$ cat config.mk
export PLATFORM = sky130hd
export DESIGN_NAME = msd_readout_sequencer
export DESIGN_NICKNAME = d
export VERILOG_FILES = /design/src/rtl/msd_readout_pkg.sv /design/src/rtl/msd_adc_deserializer.sv /design/src/rtl/msd_readout_sequencer.sv
export SDC_FILE = /design/constraint.sdc
export NUM_CORES = 1
export LEC_CHECK = 0
export CORE_MARGIN = 1.5
export CORE_UTILIZATION = 35
export DETAILED_ROUTE_END_ITERATION = 7
export DONT_BUFFER_PORTS = 1
export SETUP_SLACK_MARGIN = 0.1
export SLEW_MARGIN = 10
export SYNTH_ARGS = -nofsm -noshare
export SYNTH_HDL_FRONTEND = slang
export SYNTH_SLANG_ARGS = --single-unit
$ cat constraint.sdc
create_clock -name iCLK -period 8.82 [get_ports iCLK]
set_input_delay 1.323 -clock iCLK [delete_from_list [all_inputs] [get_ports iCLK]]
set_output_delay 1.323 -clock iCLK [all_outputs]
set_load 0.02 [all_outputs]
$ cat src/rtl/msd_readout_pkg.sv
// Shared types, FOOT constants and divider clamping for the MSD readout sequencer.
// Provides: seq_state_t, FOOT_* constants, clamp_div(), clamp_duty().
package msd_readout_pkg;

    localparam int FOOT_ADC_WIDTH = 16;
    localparam int FOOT_FE_CYCLES = 70;
    localparam int FOOT_N_ADC     = 10;

    typedef enum logic [1:0] {
        IDLE,
        HOLD,
        SHIFT,
        RESET
    } seq_state_t;

    // A period below 2 cycles cannot have both a high and a low phase.
    function automatic logic [15:0] clamp_div(input logic [15:0] div);
        return (div < 16'd2) ? 16'd2 : div;
    endfunction

    // Keeps at least one high and one low cycle per period.
    function automatic logic [15:0] clamp_duty(
        input logic [15:0] duty,
        input logic [15:0] div_c
    );
        if (duty == 16'd0)
            return 16'd1;
        if (duty >= div_c)
            return div_c - 16'd1;
        return duty;
    endfunction

endpackage

$ cat src/rtl/msd_adc_deserializer.sv
// Serial ADC front: generates CS/SCLK and shifts N_ADC lanes in parallel, MSB first.
// Ports: iCLK/iRST, i_start/o_busy/o_last handshake, i_div/i_duty (pre-clamped),
//        i_sdata lanes, o_cs (active-low), o_sclk, o_data words, o_valid strobe.
module msd_adc_deserializer
    import msd_readout_pkg::*;
#(
    parameter int ADC_WIDTH = FOOT_ADC_WIDTH,
    parameter int N_ADC     = FOOT_N_ADC
) (
    input  logic                       iCLK,
    input  logic                       iRST,
    input  logic                       i_start,
    input  logic [15:0]                i_div,
    input  logic [15:0]                i_duty,
    input  logic [N_ADC-1:0]           i_sdata,
    output logic                       o_busy,
    output logic                       o_last,
    output logic                       o_cs,
    output logic                       o_sclk,
    output logic [N_ADC*ADC_WIDTH-1:0] o_data,
    output logic                       o_valid
);
    localparam int BW = $clog2(ADC_WIDTH);

    logic                              r_busy;
    logic [16:0]                       r_ac;
    logic [BW-1:0]                     r_bit;
    logic                              r_cs;
    logic                              r_sclk;
    logic                              r_valid;
    logic [N_ADC-1:0][ADC_WIDTH-1:0]   r_sh;
    logic [N_ADC*ADC_WIDTH-1:0]        r_data;

    logic [N_ADC-1:0][ADC_WIDTH-1:0]   w_sh_nxt;
    logic [16:0]                       w_div_m1;
    logic [16:0]                       w_ac_inc;
    logic                              w_sample;

    assign w_div_m1 = {1'b0, i_div} - 17'd1;
    assign w_ac_inc = r_ac + 17'd1;
    // Bit is taken at the end of the low phase of each SCLK period.
    assign w_sample = r_busy && (r_ac == w_div_m1);
    assign o_last   = w_sample && (r_bit == BW'(ADC_WIDTH - 1));

    always_comb begin
        w_sh_nxt = '0;
        for (int k = 0; k < N_ADC; k++)
            w_sh_nxt[k] = {r_sh[k][ADC_WIDTH-2:0], i_sdata[k]};
    end

    always_ff @(posedge iCLK) begin
        if (iRST) begin
            r_busy  <= 1'b0;
            r_ac    <= '0;
            r_bit   <= '0;
            r_cs    <= 1'b1;
            r_sclk  <= 1'b0;
            r_valid <= 1'b0;
            r_sh    <= '0;
            r_data  <= '0;
        end else begin
            r_valid <= 1'b0;
            if (!r_busy) begin
                if (i_start) begin
                    r_busy <= 1'b1;
                    r_ac   <= '0;
                    r_bit  <= '0;
                    r_cs   <= 1'b0;
                    r_sclk <= 1'b1;
                end
            end else if (w_sample) begin
                r_sh <= w_sh_nxt;
                r_ac <= '0;
                if (o_last) begin
                    r_busy  <= 1'b0;
                    r_cs    <= 1'b1;
                    r_sclk  <= 1'b0;
                    r_data  <= w_sh_nxt;
                    r_valid <= 1'b1;
                end else begin
                    r_bit  <= r_bit + BW'(1);
                    r_sclk <= 1'b1;
                end
            end else begin
                r_ac   <= w_ac_inc;
                r_sclk <= (w_ac_inc < {1'b0, i_duty});
            end
        end
    end

    assign o_busy  = r_busy;
    assign o_cs    = r_cs;
    assign o_sclk  = r_sclk;
    assign o_data  = r_data;
    assign o_valid = r_valid;

endmodule

$ cat src/rtl/msd_readout_sequencer.sv
// FOOT MSD readout sequencer: trigger generation, config latch, FE sequencing FSM.
// Ports: iCLK/iRST, clock divider/duty config, iCFG_FE, iINT_TRIG_PER, iEXT_TRIG,
//        iADC_SDATA lanes; FE hold/clk/dreset/cfg, ADC cs/sclk, data/valid, busy, lost count.
module msd_readout_sequencer
    import msd_readout_pkg::*;
#(
    parameter int ADC_WIDTH = FOOT_ADC_WIDTH,
    parameter int FE_CYCLES = FOOT_FE_CYCLES,
    parameter int N_ADC     = FOOT_N_ADC
) (
    input  logic                       iCLK,
    input  logic                       iRST,
    input  logic [15:0]                iADC_CLK_DIV,
    input  logic [15:0]                iADC_CLK_DUTY,
    input  logic [15:0]                iFE_CLK_DIV,
    input  logic [15:0]                iFE_CLK_DUTY,
    input  logic [3:0]                 iCFG_FE,
    input  logic [31:0]                iINT_TRIG_PER,
    input  logic                       iEXT_TRIG,
    input  logic [N_ADC-1:0]           iADC_SDATA,
    output logic                       oFE_HOLD,
    output logic                       oFE_CLK,
    output logic                       oFE_DRESET,
    output logic [3:0]                 oFE_CFG,
    output logic                       oADC_CS,
    output logic                       oADC_SCLK,
    output logic [N_ADC*ADC_WIDTH-1:0] oDATA,
    output logic                       oDATA_VALID,
    output logic                       oBUSY,
    output logic [15:0]                oTRIG_LOST
);
    localparam int PCW = $clog2(FE_CYCLES);

    seq_state_t     r_state;
    seq_state_t     w_state_nxt;
    logic [16:0]    r_fc;
    logic [16:0]    w_fc_nxt;
    logic [PCW-1:0] r_pc;
    logic [PCW-1:0] w_pc_nxt;
    logic           r_started;
    logic           w_started_nxt;

    logic [31:0]    r_int_cnt;
    logic [15:0]    r_fe_div;
    logic [15:0]    r_fe_duty;
    logic [15:0]    r_adc_div;
    logic [15:0]    r_adc_duty;
    logic [3:0]     r_cfg;
    logic           r_fe_hold;
    logic           r_fe_clk;
    logic           r_fe_dreset;
    logic           r_busy;
    logic [15:0]    r_lost;

    logic [15:0]    w_fe_div_c;
    logic [15:0]    w_adc_div_c;
    logic [16:0]    w_fe_div_m1;
    logic           w_int_pulse;
    logic           w_trig;
    logic           w_accept;
    logic           w_fc_end;
    logic           w_start;
    logic           w_ser_free;
    logic           w_adc_busy;
    logic           w_adc_last;

    assign w_fe_div_c  = clamp_div(iFE_CLK_DIV);
    assign w_adc_div_c = clamp_div(iADC_CLK_DIV);

    // >= so that shrinking the period below the current count still wraps.
    assign w_int_pulse = (iINT_TRIG_PER != 32'd0) &&
                         (r_int_cnt >= iINT_TRIG_PER - 32'd1);
    assign w_trig      = iEXT_TRIG | w_int_pulse;
    assign w_accept    = w_trig && (r_state == IDLE);

    assign w_fe_div_m1 = {1'b0, r_fe_div} - 17'd1;
    assign w_fc_end    = (r_fc == w_fe_div_m1);
    assign w_start     = (r_state == SHIFT) && !r_started &&
                         (r_fc == {1'b0, r_fe_duty});
    // The deserializer counts as free in its final sampling cycle.
    assign w_ser_free  = !w_adc_busy || w_adc_last;

    always_comb begin
        w_state_nxt   = r_state;
        w_fc_nxt      = r_fc;
        w_pc_nxt      = r_pc;
        w_started_nxt = r_started;
        unique case (r_state)
            IDLE: begin
                if (w_accept) begin
                    w_state_nxt = HOLD;
                    w_fc_nxt    = '0;
                end
            end
            HOLD: begin
                if (w_fc_end) begin
                    w_state_nxt   = SHIFT;
                    w_fc_nxt      = '0;
                    w_pc_nxt      = '0;
                    w_started_nxt = 1'b0;
                end else begin
                    w_fc_nxt = r_fc + 17'd1;
                end
            end
            SHIFT: begin
                if (w_start)
                    w_started_nxt = 1'b1;
                if (w_fc_end) begin
                    // Stall the FE period until this channel's word is in.
                    if (r_started && w_ser_free) begin
                        w_fc_nxt      = '0;
                        w_started_nxt = 1'b0;
                        if (r_pc == PCW'(FE_CYCLES - 1))
                            w_state_nxt = RESET;
                        else
                            w_pc_nxt = r_pc + PCW'(1);
                    end
                end else begin
                    w_fc_nxt = r_fc + 17'd1;
                end
            end
            RESET: begin
                if (w_fc_end) begin
                    w_state_nxt = IDLE;
                    w_fc_nxt    = '0;
                end else begin
                    w_fc_nxt = r_fc + 17'd1;
                end
            end
        endcase
    end

    // FE outputs are decoded from next-state values so they are registered
    // yet line up with the state they belong to.
    always_ff @(posedge iCLK) begin
        if (iRST) begin
            r_state     <= IDLE;
            r_fc        <= '0;
            r_pc        <= '0;
            r_started   <= 1'b0;
            r_busy      <= 1'b0;
            r_fe_hold   <= 1'b0;
            r_fe_dreset <= 1'b0;
            r_fe_clk    <= 1'b0;
        end else begin
            r_state     <= w_state_nxt;
            r_fc        <= w_fc_nxt;
            r_pc        <= w_pc_nxt;
            r_started   <= w_started_nxt;
            r_busy      <= (w_state_nxt != IDLE);
            r_fe_hold   <= (w_state_nxt == HOLD) || (w_state_nxt == SHIFT);
            r_fe_dreset <= (w_state_nxt == RESET);
            r_fe_clk    <= (w_state_nxt == SHIFT) &&
                           (w_fc_nxt < {1'b0, r_fe_duty});
        end
    end

    always_ff @(posedge iCLK) begin
        if (iRST) begin
            r_int_cnt  <= '0;
            r_fe_div   <= 16'd2;
            r_fe_duty  <= 16'd1;
            r_adc_div  <= 16'd2;
            r_adc_duty <= 16'd1;
            r_cfg      <= '0;
            r_lost     <= '0;
        end else begin
            if (iINT_TRIG_PER == 32'd0 || w_int_pulse)
                r_int_cnt <= '0;
            else
                r_int_cnt <= r_int_cnt + 32'd1;

            if (w_accept) begin
                r_fe_div   <= w_fe_div_c;
                r_fe_duty  <= clamp_duty(iFE_CLK_DUTY, w_fe_div_c);
                r_adc_div  <= w_adc_div_c;
                r_adc_duty <= clamp_duty(iADC_CLK_DUTY, w_adc_div_c);
                r_cfg      <= iCFG_FE;
            end

            if (w_trig && (r_state != IDLE) && (r_lost != 16'hFFFF))
                r_lost <= r_lost + 16'd1;
        end
    end

    msd_adc_deserializer #(
        .ADC_WIDTH (ADC_WIDTH),
        .N_ADC     (N_ADC)
    ) u_adc (
        .iCLK    (iCLK),
        .iRST    (iRST),
        .i_start (w_start),
        .i_div   (r_adc_div),
        .i_duty  (r_adc_duty),
        .i_sdata (iADC_SDATA),
        .o_busy  (w_adc_busy),
        .o_last  (w_adc_last),
        .o_cs    (oADC_CS),
        .o_sclk  (oADC_SCLK),
        .o_data  (oDATA),
        .o_valid (oDATA_VALID)
    );

    assign oFE_HOLD   = r_fe_hold;
    assign oFE_CLK    = r_fe_clk;
    assign oFE_DRESET = r_fe_dreset;
    assign oFE_CFG    = r_cfg;
    assign oBUSY      = r_busy;
    assign oTRIG_LOST = r_lost;

endmodule

==> metrics.yaml, run 1 <==
synthesis:
  avgSynthCellArea_um2: 7.81
  synth-main-ff-cell: "dfxtp_1"
  yosysWarnings: 0
  netlist_instances: 2951
  synth_seq_cells: 482
  ys_seq_area_frac: 0.418
  syn_area_um2: 23100
  synthDominantCellAreaShare: 0.418
  synth_edf_count: 0
  synth.distinct_cells: 71
  async_flop_share: 0
  synth_nets: 3177
  synth.area.top_cells: "dfxtp_1 (42%), nand2_1 (13%), a21oi_1 (9.0%), ha_1 (6.1%), xnor2_1 (3.6%)"
  yosysTopAreaCell: "dfxtp_1"
placed_design:
  portBuffers: 0
  dpl.hpwl_um: 41000
  dpl-instance-area_um2: 23700
  gp_congestion: 0.871
  dp.cells: 3657
clock_tree:
  cts_resized: 0
  clock_path_buffers: 3
  cts_sinks: 482
  cts_buffers: 53
  clk-insertion-delay-late_ns: 0.60
  cts_max_level: 2
  holdBufCountCts: 0
  cts_root_buffer: "clkbuf_16"
  cts.clk_slew.worst_paths_ns: 0.06
  postCtsSetupBuffers: 0
  cts_tree: "built"
sta:
  slew_headroom: -0.121
  clock_skew_ns: 0.0236
  worst_pin_slew_ns: 1.68
  maxSlewViolCount: 247
  holdWs_ns: 0.453
  timing.final.crit_share: 0.815
  fmax_mhz: 139
  finalSetupViolCount: 0
  finalHoldViolCount: 0
  setup_tns_ns: 0
  rsz0062_at_grt: "false"
  min_period_ns: 7.19
die:
  core_um2: 64800
  die_x_um: 260
  die_height_um: 260
  start_util: 0.356
  rows: 93
  fp.dieArea_um2: 67400
  ios: 300
global_routing:
  grt_util_all_layers: 0.175
  grt.overflow.total: 0
  grt_pass1_wl_um: 97100
  antenna_found_initial: 0
  first_global_vias: 17700
  grt_max_degree: 418
drt:
  vias: 19300
  avgViaCountPerCell: 5.15
  drt_iter0_markers: 1520
  ant_nets: 0
  drc: 0
  routedWlPerCell_um: 16.2
  routed_wl_um: 60700
  first_pass_iters: 7
setup_path:
  critPathMaxFanout: 10
  max_stage_delay_ns: 0.67
  critical_path.startpoint_type: "input pin"
  crit_buf_inv: 0
  cp_common_cell: "a21oi_1"
  arrival_ns: 7.74
  required_ns: 9.37
  crit_family: "compound AO/OA/AOI/OAI gates"
  crit_slowest_cell: "a2111oi_2"
  crit_type: "input pin to register"
  end_kind: "register"
outcome:
  run_status: "finished, violations left"
  violations: "slew limit"
final_layout:
  areaGrowthSynthToFinish_pct: 10.3
  nNetsFinal: 3083
  final_cells: 3750
  nFillCells: 6685
  fin_area_um2: 25400
  drive_gt1_frac: 0.0449
  diodes: 0
power:
  power_uw: 4790
  pwr_density_cell_nw_per_um2: 188
  p_leak_uw: 0.00905
  vdd_drop_max_uv: 149
min_path:
  hp-class: "register to register"
flow_run:
  cap_violations: 0
cell usage after synthesis, drive strengths merged, types with 4 or more instances:
master and number:
dfxtp 482, nor4 39, buf 24, o21ai 64
o32ai 5, nor2b 13, or2 5, nor3b 15
nor2 161, xor2 73, nor4b 4, o21a 10
a21o 23, or3 17, mux2i 22, or4 19
o31ai 6, and3 35, nand3 57, a31o 5
a211oi 14, ha 113, nor3 38, nand2b 14
a21oi 413, o211ai 10, nand2 776, clkbuf 140
o2111ai 4, and2 16, inv 98, mux2 12
a22oi 17, a31oi 11, nand4 44, xnor2 95
a211o 4, and4 4
state kept, by name, summed over array words and instances (netlist names):
signal / cells
r_pc: 7
oFE_DRESET: 1
r_adc_duty: 16
u_adc.r_bit: 4
r_started: 1
u_adc.o_cs: 1
u_adc.r_ac: 17
oFE_CLK: 1
oFE_HOLD: 1
u_adc.o_busy: 1
oFE_CFG: 4
r_fe_div: 16
u_adc.r_sh: 150
r_state: 2
r_fe_duty: 16
oBUSY: 1
u_adc.o_data: 160
u_adc.o_sclk: 1
r_int_cnt: 32
u_adc.o_valid: 1
oTRIG_LOST: 16
r_fc: 17
r_adc_div: 16
cell type report:
cell class	count	area, um2	area share
Multi-Input combinational cell	2207	12400	0.489
Tap cell	855	1070	0.0421
Sequential cell	482	9650	0.379
Timing Repair Buffer	15	125	0.00492
Inverter	98	368	0.0145
Clock inverter	14	231	0.00910
Clock buffer	79	1540	0.0607
through the flow:
stage          worst slack [ns]   util
6_report                   1.63  0.392
5_1_grt                    1.08  0.392
4_1_cts                    1.72  0.392
3_5_place_dp               1.13  0.365
3_3_place_gp               1.19  0.365
2_1_floorplan              1.86      -
logic make-up (layout without fill, tap and decap cells):
logic type / after synthesis / after routing / synth area share
buffers and inverters: 262 / 206 / 0.0440
adders and majority gates: 113 / 113 / 0.0613
muxes: 34 / 34 / 0.0154
xor gates and xnor gates: 168 / 168 / 0.0638
and+or+nand+nor: 1268 / 1268 / 0.243
DFF: 482 / 482 / 0.418
AOI/OAI and AO/OA: 624 / 624 / 0.154
worst reg2reg max path, cell delays in order, from the launching register on:
cell	delay, ns
dfxtp_1	0.36
inv_1	0.08
ha_1	0.50
inv_1	0.16
or4_1	0.56
or3_1	0.32
a22o_1	0.24
nor4b_4	0.51
nand2_1	0.43
o21bai_2	0.56
nor2_1	0.14
a21oi_1	0.19
ha_1	0.26
a21o_1	0.16
a21oi_1	0.13
nor2b_1	0.05
o21ai_0	0.14
nand2b_1	0.07
a21oi_1	0.14
o21ai_0	0.12
a221oi_1	0.30
o211a_1	0.19
layer usage:
metal  track usage  vias to the layer above  share of wire
li1              -                     9838              -
met1         0.233                     9024           0.46
met2         0.286                      366           0.46
met3        0.0357                       88          0.054
met4        0.0465                        0          0.022
met5             0                        -              0
report_power, final:
part	internal [uW]	total, uW	leakage (uW)	switching, uW
Sequential	2200	2240	0.00389	33.5
Clock	1330	2250	0.000865	920
Combinational	127	298	0.00430	171
Total	3660	4790	0.00905	1120
path summary, 6_finish.rpt:
kind	from	endpoint	slack [ns]	cells after the start
worst min register to register	r_adc_duty[11]	r_adc_duty[11]	0.45	2
worst min-delay path	r_adc_duty[11]	r_adc_duty[11]	0.45	2
worst max register to register	r_fe_div[0]	oFE_CLK	3.15	21
worst max-delay path	iINT_TRIG_PER[3]	oFE_CLK	1.63	29
placed cells by master, fill, tap and decap left out, drive strengths merged, types with 35 or more instances in the layout:
cell type,count
o21ai,64
inv,99
a21oi,413
nand4,44
nand3,57
xor2,73
nor3,38
ha,113
dfxtp,482
nand2,776
and3,35
nor2,161
xnor2,95
nor4,39
clkbuf,79
Note: power is estimated with default switching activity, not from simulation.
==> run 2, diff against run 1 <==
==> constraint.sdc (replaced) <==
create_clock -name iCLK -period 7.4 [get_ports iCLK]
set_input_delay 1.11 -clock iCLK [delete_from_list [all_inputs] [get_ports iCLK]]
set_output_delay 1.11 -clock iCLK [all_outputs]
set_load 0.02 [all_outputs]
==> run 2 against run 1 <==
Net effect: the flow still finishes with violations (slew limit); sequential share of layout area decreased by 0.076 points; final area is 0.20% higher; cell count up 0.19%; non-clock buffer count increased by 5; sequential power rose by 19%; routed wire length grew 0.26%; total power up 18%; die area unchanged; register-to-register slack worse by 1.4 ns; critical path depth fell by 2; clock skew fell by 0.012 ns; via count about the same; largest cell class unchanged.
==> metrics.yaml, run 2 (synthesized netlist as in run 1, its figures left out) <==
die:
  die_height_um: 260
  die_x_um: 260
  core_um2: 64800
  rows: 93
  start_util: 0.356
  ios: 300
  fp.dieArea_um2: 67400
outcome:
  violations: "slew limit"
  run_status: "finished, violations left"
clock_tree:
  cts.clk_slew.worst_paths_ns: 0.06
  postCtsSetupBuffers: 0
  clk-insertion-delay-late_ns: 0.60
  cts_tree: "built"
  cts_root_buffer: "clkbuf_16"
  holdBufCountCts: 0
  cts_sinks: 482
  cts_buffers: 53
  cts_max_level: 2
  clock_path_buffers: 3
  cts_resized: 0
sta:
  worst_pin_slew_ns: 2.73
  setup_tns_ns: 0
  holdWs_ns: 0.449
  maxSlewViolCount: 324
  timing.final.crit_share: 0.886
  fmax_mhz: 153
  finalHoldViolCount: 0
  min_period_ns: 6.55
  setup_slack_ns: 0.845
  finalSetupViolCount: 0
  rsz0062_at_grt: "false"
  slew_headroom: -0.817
  clock_skew_ns: 0.0121
placed_design:
  dp.cells: 3662
  dpl-instance-area_um2: 23700
  dpl.hpwl_um: 40700
  gp_congestion: 0.887
  portBuffers: 0
  pre_cts_slack_ns: 0.304
setup_path:
  required_ns: 7.94
  end_kind: "register"
  crit_family: "compound AO/OA/AOI/OAI gates"
  max_stage_delay_ns: 0.57
  cp_common_cell: "a21oi_1"
  crit_type: "input pin to register"
  crit_buf_inv: 0
  crit_slowest_cell: "or4_1"
  critPathMaxFanout: 10
  arrival_ns: 7.10
  critical_path.startpoint_type: "input pin"
global_routing:
  grt.overflow.total: 0
  top_usage_layer: "met2"
  antenna_found_initial: 0
  grt_pass1_wl_um: 96600
  grt.met3_usage: 0.0364
  grt_util_all_layers: 0.175
  use_met1: 0.233
  gr-usage-met2: 0.284
  grt_max_degree: 418
  first_global_vias: 17900
final_layout:
  layout_common_cells: "nand2_1 (775), dfxtp_1 (482), a21oi_1 (413)"
  nFillCells: 6711
  mostFrequentLayoutCell: "nand2_1"
  largest_reg_flops: 160
  drive_gt1_frac: 0.0479
  fin_area_um2: 25500
  multi_input_area_um2: 12400
  regArea_um2: 9650
  areaGrowthSynthToFinish_pct: 10.5
  final_cells: 3757
  nNetsFinal: 3088
  diodes: 0
drt:
  routed_wl_um: 60900
  avgViaCountPerCell: 5.14
  vias: 19300
  first_pass_iters: 5
  routedWlPerCell_um: 16.2
  ant_nets: 0
  drc: 0
  drt_iter0_markers: 1358
min_path:
  hp-class: "register to register"
power:
  p_sw_frac: 0.237
  clockPowerShare: 0.465
  p_comb_frac: 0.063
  vdd_drop_max_uv: 156
  p_sw_uw: 1340
  pwr_density_cell_nw_per_um2: 222
  p_seq_frac: 0.471
  p_leak_uw: 0.00909
  internal_power_uw: 4320
flow_run:
  cap_violations: 0
[run 2: path summary, 6_finish.rpt]
| kind | start | end | slack (ns) | cells after the start |
|---|---|---|---|---|
| worst max-delay path | iINT_TRIG_PER[8] | oFE_CLK | 0.85 | 27 |
| worst min-delay path | u_adc.r_sh[62] | u_adc.o_data[63] | 0.45 | 2 |
| worst max register to register | r_fe_div[2] | oFE_CLK | 1.72 | 19 |
| worst min register to register | u_adc.r_sh[62] | u_adc.o_data[63] | 0.45 | 2 |
[run 2: power groups by stage]
stage               combinational, uW  sequential [uW]  clock [uW]
floorplan                         307             2710           0
global placement                  354             2720           0
detailed placement                356             2720           0
CTS                               359             2670        2720
global route                      405             2670        2830
finish                            359             2670        2630
[run 2: area by class of cell]
| class | count | share of cell area |
|---|---|---|
| multi-input combinational | 2207 | 0.488 |
| sequential | 482 | 0.379 |
| clock buffer | 79 | 0.0614 |
| tap | 855 | 0.0420 |
| inverter | 98 | 0.0144 |
| clock inverter | 16 | 0.00786 |
| timing repair buffer | 20 | 0.00737 |
[run 2: worst register-to-register path, cell delays in order (launching register included)]
cell and delay [ns]:
dfxtp_1 0.38, or4_1 0.72, nor4_1 0.65, mux2i_1 0.25, mux2i_1 0.09, o21ai_1 0.58
nand2_1 0.50, o21bai_2 0.57, nor2_1 0.14, a21oi_1 0.18, ha_1 0.26, a21o_1 0.16
a21oi_1 0.14, nor2b_1 0.06, o21ai_0 0.14, nand2b_1 0.07, a21oi_1 0.13, o21ai_0 0.12
a221oi_1 0.30, o211a_1 0.18
[run 2: per-layer routing]
metal	share of wire	vias up	wire length, um
met5	0	-	0
met4	0.022	0	1350
met3	0.052	77	3140
met2	0.46	303	28300
met1	0.46	9052	28100
li1	-	9870	-
[run 2: through the flow]
step	utilization	power [uW]
global placement	0.366	3080
detailed placement	0.366	3080
finish	0.393	5660
CTS	0.393	5750
floorplan	-	3020
global route	0.393	5900
==> run 3, diff against run 2 <==
--- a/config.mk
+++ b/config.mk
@@ -9,6 +9,7 @@
 export CORE_UTILIZATION = 35
 export DETAILED_ROUTE_END_ITERATION = 7
 export DONT_BUFFER_PORTS = 1
+export RECOVER_POWER = 100
 export SETUP_SLACK_MARGIN = 0.1
 export SLEW_MARGIN = 10
 export SYNTH_ARGS = -nofsm -noshare
==> run 3 against run 2 <==
Net effect: the run ends with capacitance limit, slew limit left; clock skew increased by 0.0033 ns; combinational power about the same; die area unchanged; utilization down 0.15 points; largest cell class unchanged.
==> metrics.yaml, run 3 (synthesized netlist as in run 1, its figures left out) <==
die:
  fp.dieArea_um2: 67400
  start_util: 0.356
  die_height_um: 260
  rows: 93
  die_x_um: 260
  ios: 300
  core_um2: 64800
sta:
  fmax_mhz: 150
  slew_headroom: -1.20
  maxSlewViolCount: 309
  finalHoldViolCount: 0
  timing.final.crit_share: 0.901
  worst_pin_slew_ns: 3.30
  setup_tns_ns: 0
  finalSetupViolCount: 0
  clock_skew_ns: 0.0154
  rsz0062_at_grt: "false"
  min_period_ns: 6.66
final_layout:
  largest_reg_flops: 160
  diodes: 0
  nNetsFinal: 3088
  mostFrequentLayoutCell: "nand2_1"
  layout_common_cells: "nand2_1 (776), dfxtp_1 (482), a21oi_1 (413)"
  areaGrowthSynthToFinish_pct: 10.1
  drive_gt1_frac: 0.0455
  fin_area_um2: 25400
setup_path:
  end_kind: "register"
  r2r_slack_ns: 0.82
  crit_type: "input pin to register"
  critPathMaxFanout: 58
  critPathLaunch: "iINT_TRIG_PER[8]"
  critical_path.startpoint_type: "input pin"
  r2r_cells: 11
  arrival_ns: 7.20
  r2r-end: "u_adc.o_data[155]"
  required_ns: 7.94
  r2r_start: "r_adc_div[5]"
min_path:
  worstHoldStart: "u_adc.r_sh[62]"
  hold-path-endpoint: "u_adc.o_data[63]"
  hold_path_depth: 2
  hp-class: "register to register"
outcome:
  run_status: "finished, violations left"
  violations: "capacitance limit, slew limit"
drt:
  avgViaCountPerCell: 5.15
  vias: 19300
  drt_iter0_markers: 1254
  ant_nets: 0
  first_pass_iters: 5
  routed_wl_um: 61100
  routedWlPerCell_um: 16.3
  drc: 0
placed_design:
  dpl-instance-area_um2: 23700
  dpl.hpwl_um: 40700
  gp_congestion: 0.887
  portBuffers: 0
clock_tree:
  clock_path_buffers: 3
  cts_resized: 0
  cts.clk_slew.worst_paths_ns: 0.06
  clk-insertion-delay-late_ns: 0.60
  cts_max_level: 2
  holdBufCountCts: 0
  cts_sinks: 482
  cts_tree: "built"
  cts_root_buffer: "clkbuf_16"
  cts_buffers: 53
  postCtsSetupBuffers: 0
global_routing:
  first_global_vias: 17900
  antenna_found_initial: 0
  grt_pass1_wl_um: 96600
  grt_util_all_layers: 0.175
  grt_max_degree: 418
  grt.overflow.total: 0
power:
  vdd_drop_max_uv: 155
  p_leak_uw: 0.00905
  pwr_density_cell_nw_per_um2: 223
flow_run:
  cap_violations: 1
## run 3: critical path, cell delays in order
cell and delay, ns:
or4_1 0.57, or4_1 0.52, or2_2 0.38, nor2_1 0.20
nand2_1 0.17, nor4_1 0.25, xnor2_1 0.16, ha_1 0.27
a21oi_1 0.14, o21ai_0 0.13, a211oi_1 0.26, nor3_1 0.14
a2111o_1 0.37, nand2_1 0.13, clkbuf_2 1.05, o41ai_1 0.24
a21oi_1 0.36, ha_1 0.25, o211ai_1 0.10, a221oi_1 0.21
o211a_1 0.18
## run 3: cell type report
| class | instances | area (um2) |
|---|---|---|
| inverter | 98 | 368 |
| clock buffer | 79 | 1560 |
| clock inverter | 16 | 200 |
| fill | 6721 | 39400 |
| multi-input combinational | 2207 | 12400 |
| tap | 855 | 1070 |
| timing repair buffer | 20 | 126 |
| sequential | 482 | 9650 |
## run 3: power by group
group	internal, uW	switching, uW	total [uW]
sequential	2630	39.0	2670
clock	1540	1090	2630
combinational	150	207	357
total	4320	1340	5660
## run 3: worst max-delay path by stage
stage,endpoint,slack (ns),cells past startpoint
after floorplan,oFE_CLK,0.65,27
after global placement,oFE_CLK,0.39,27
after detailed placement,oFE_CLK,0.30,27
after CTS,oFE_CLK,0.91,27
after global routing,u_adc.o_data[155],0.16,11
final,oFE_CLK,0.74,21
## run 3: layer usage
metal / global-route usage / share of wire / vias to the layer above
met3: 0.0364 / 0.053 / 86
met5: 0 / 0 / -
li1: - / - / 9860
met1: 0.233 / 0.46 / 9057
met2: 0.284 / 0.46 / 334
met4: 0.0486 / 0.023 / 0
## run 3: metrics by stage
stage | util | hold WS [ns] | setup WS (ns) | total power [uW] | instances
finish | 0.392 | 0.450 | 0.736 | 5660 | 3757
global route | 0.392 | 0.461 | 0.160 | 5900 | 3757
CTS | 0.393 | 0.450 | 0.910 | 5750 | 3757
detailed placement | 0.366 | 0.442 | 0.304 | 3080 | 3662
global placement | 0.366 | 0.438 | 0.392 | 3080 | 3662
floorplan | - | 0.430 | 0.653 | 3020 | 2951
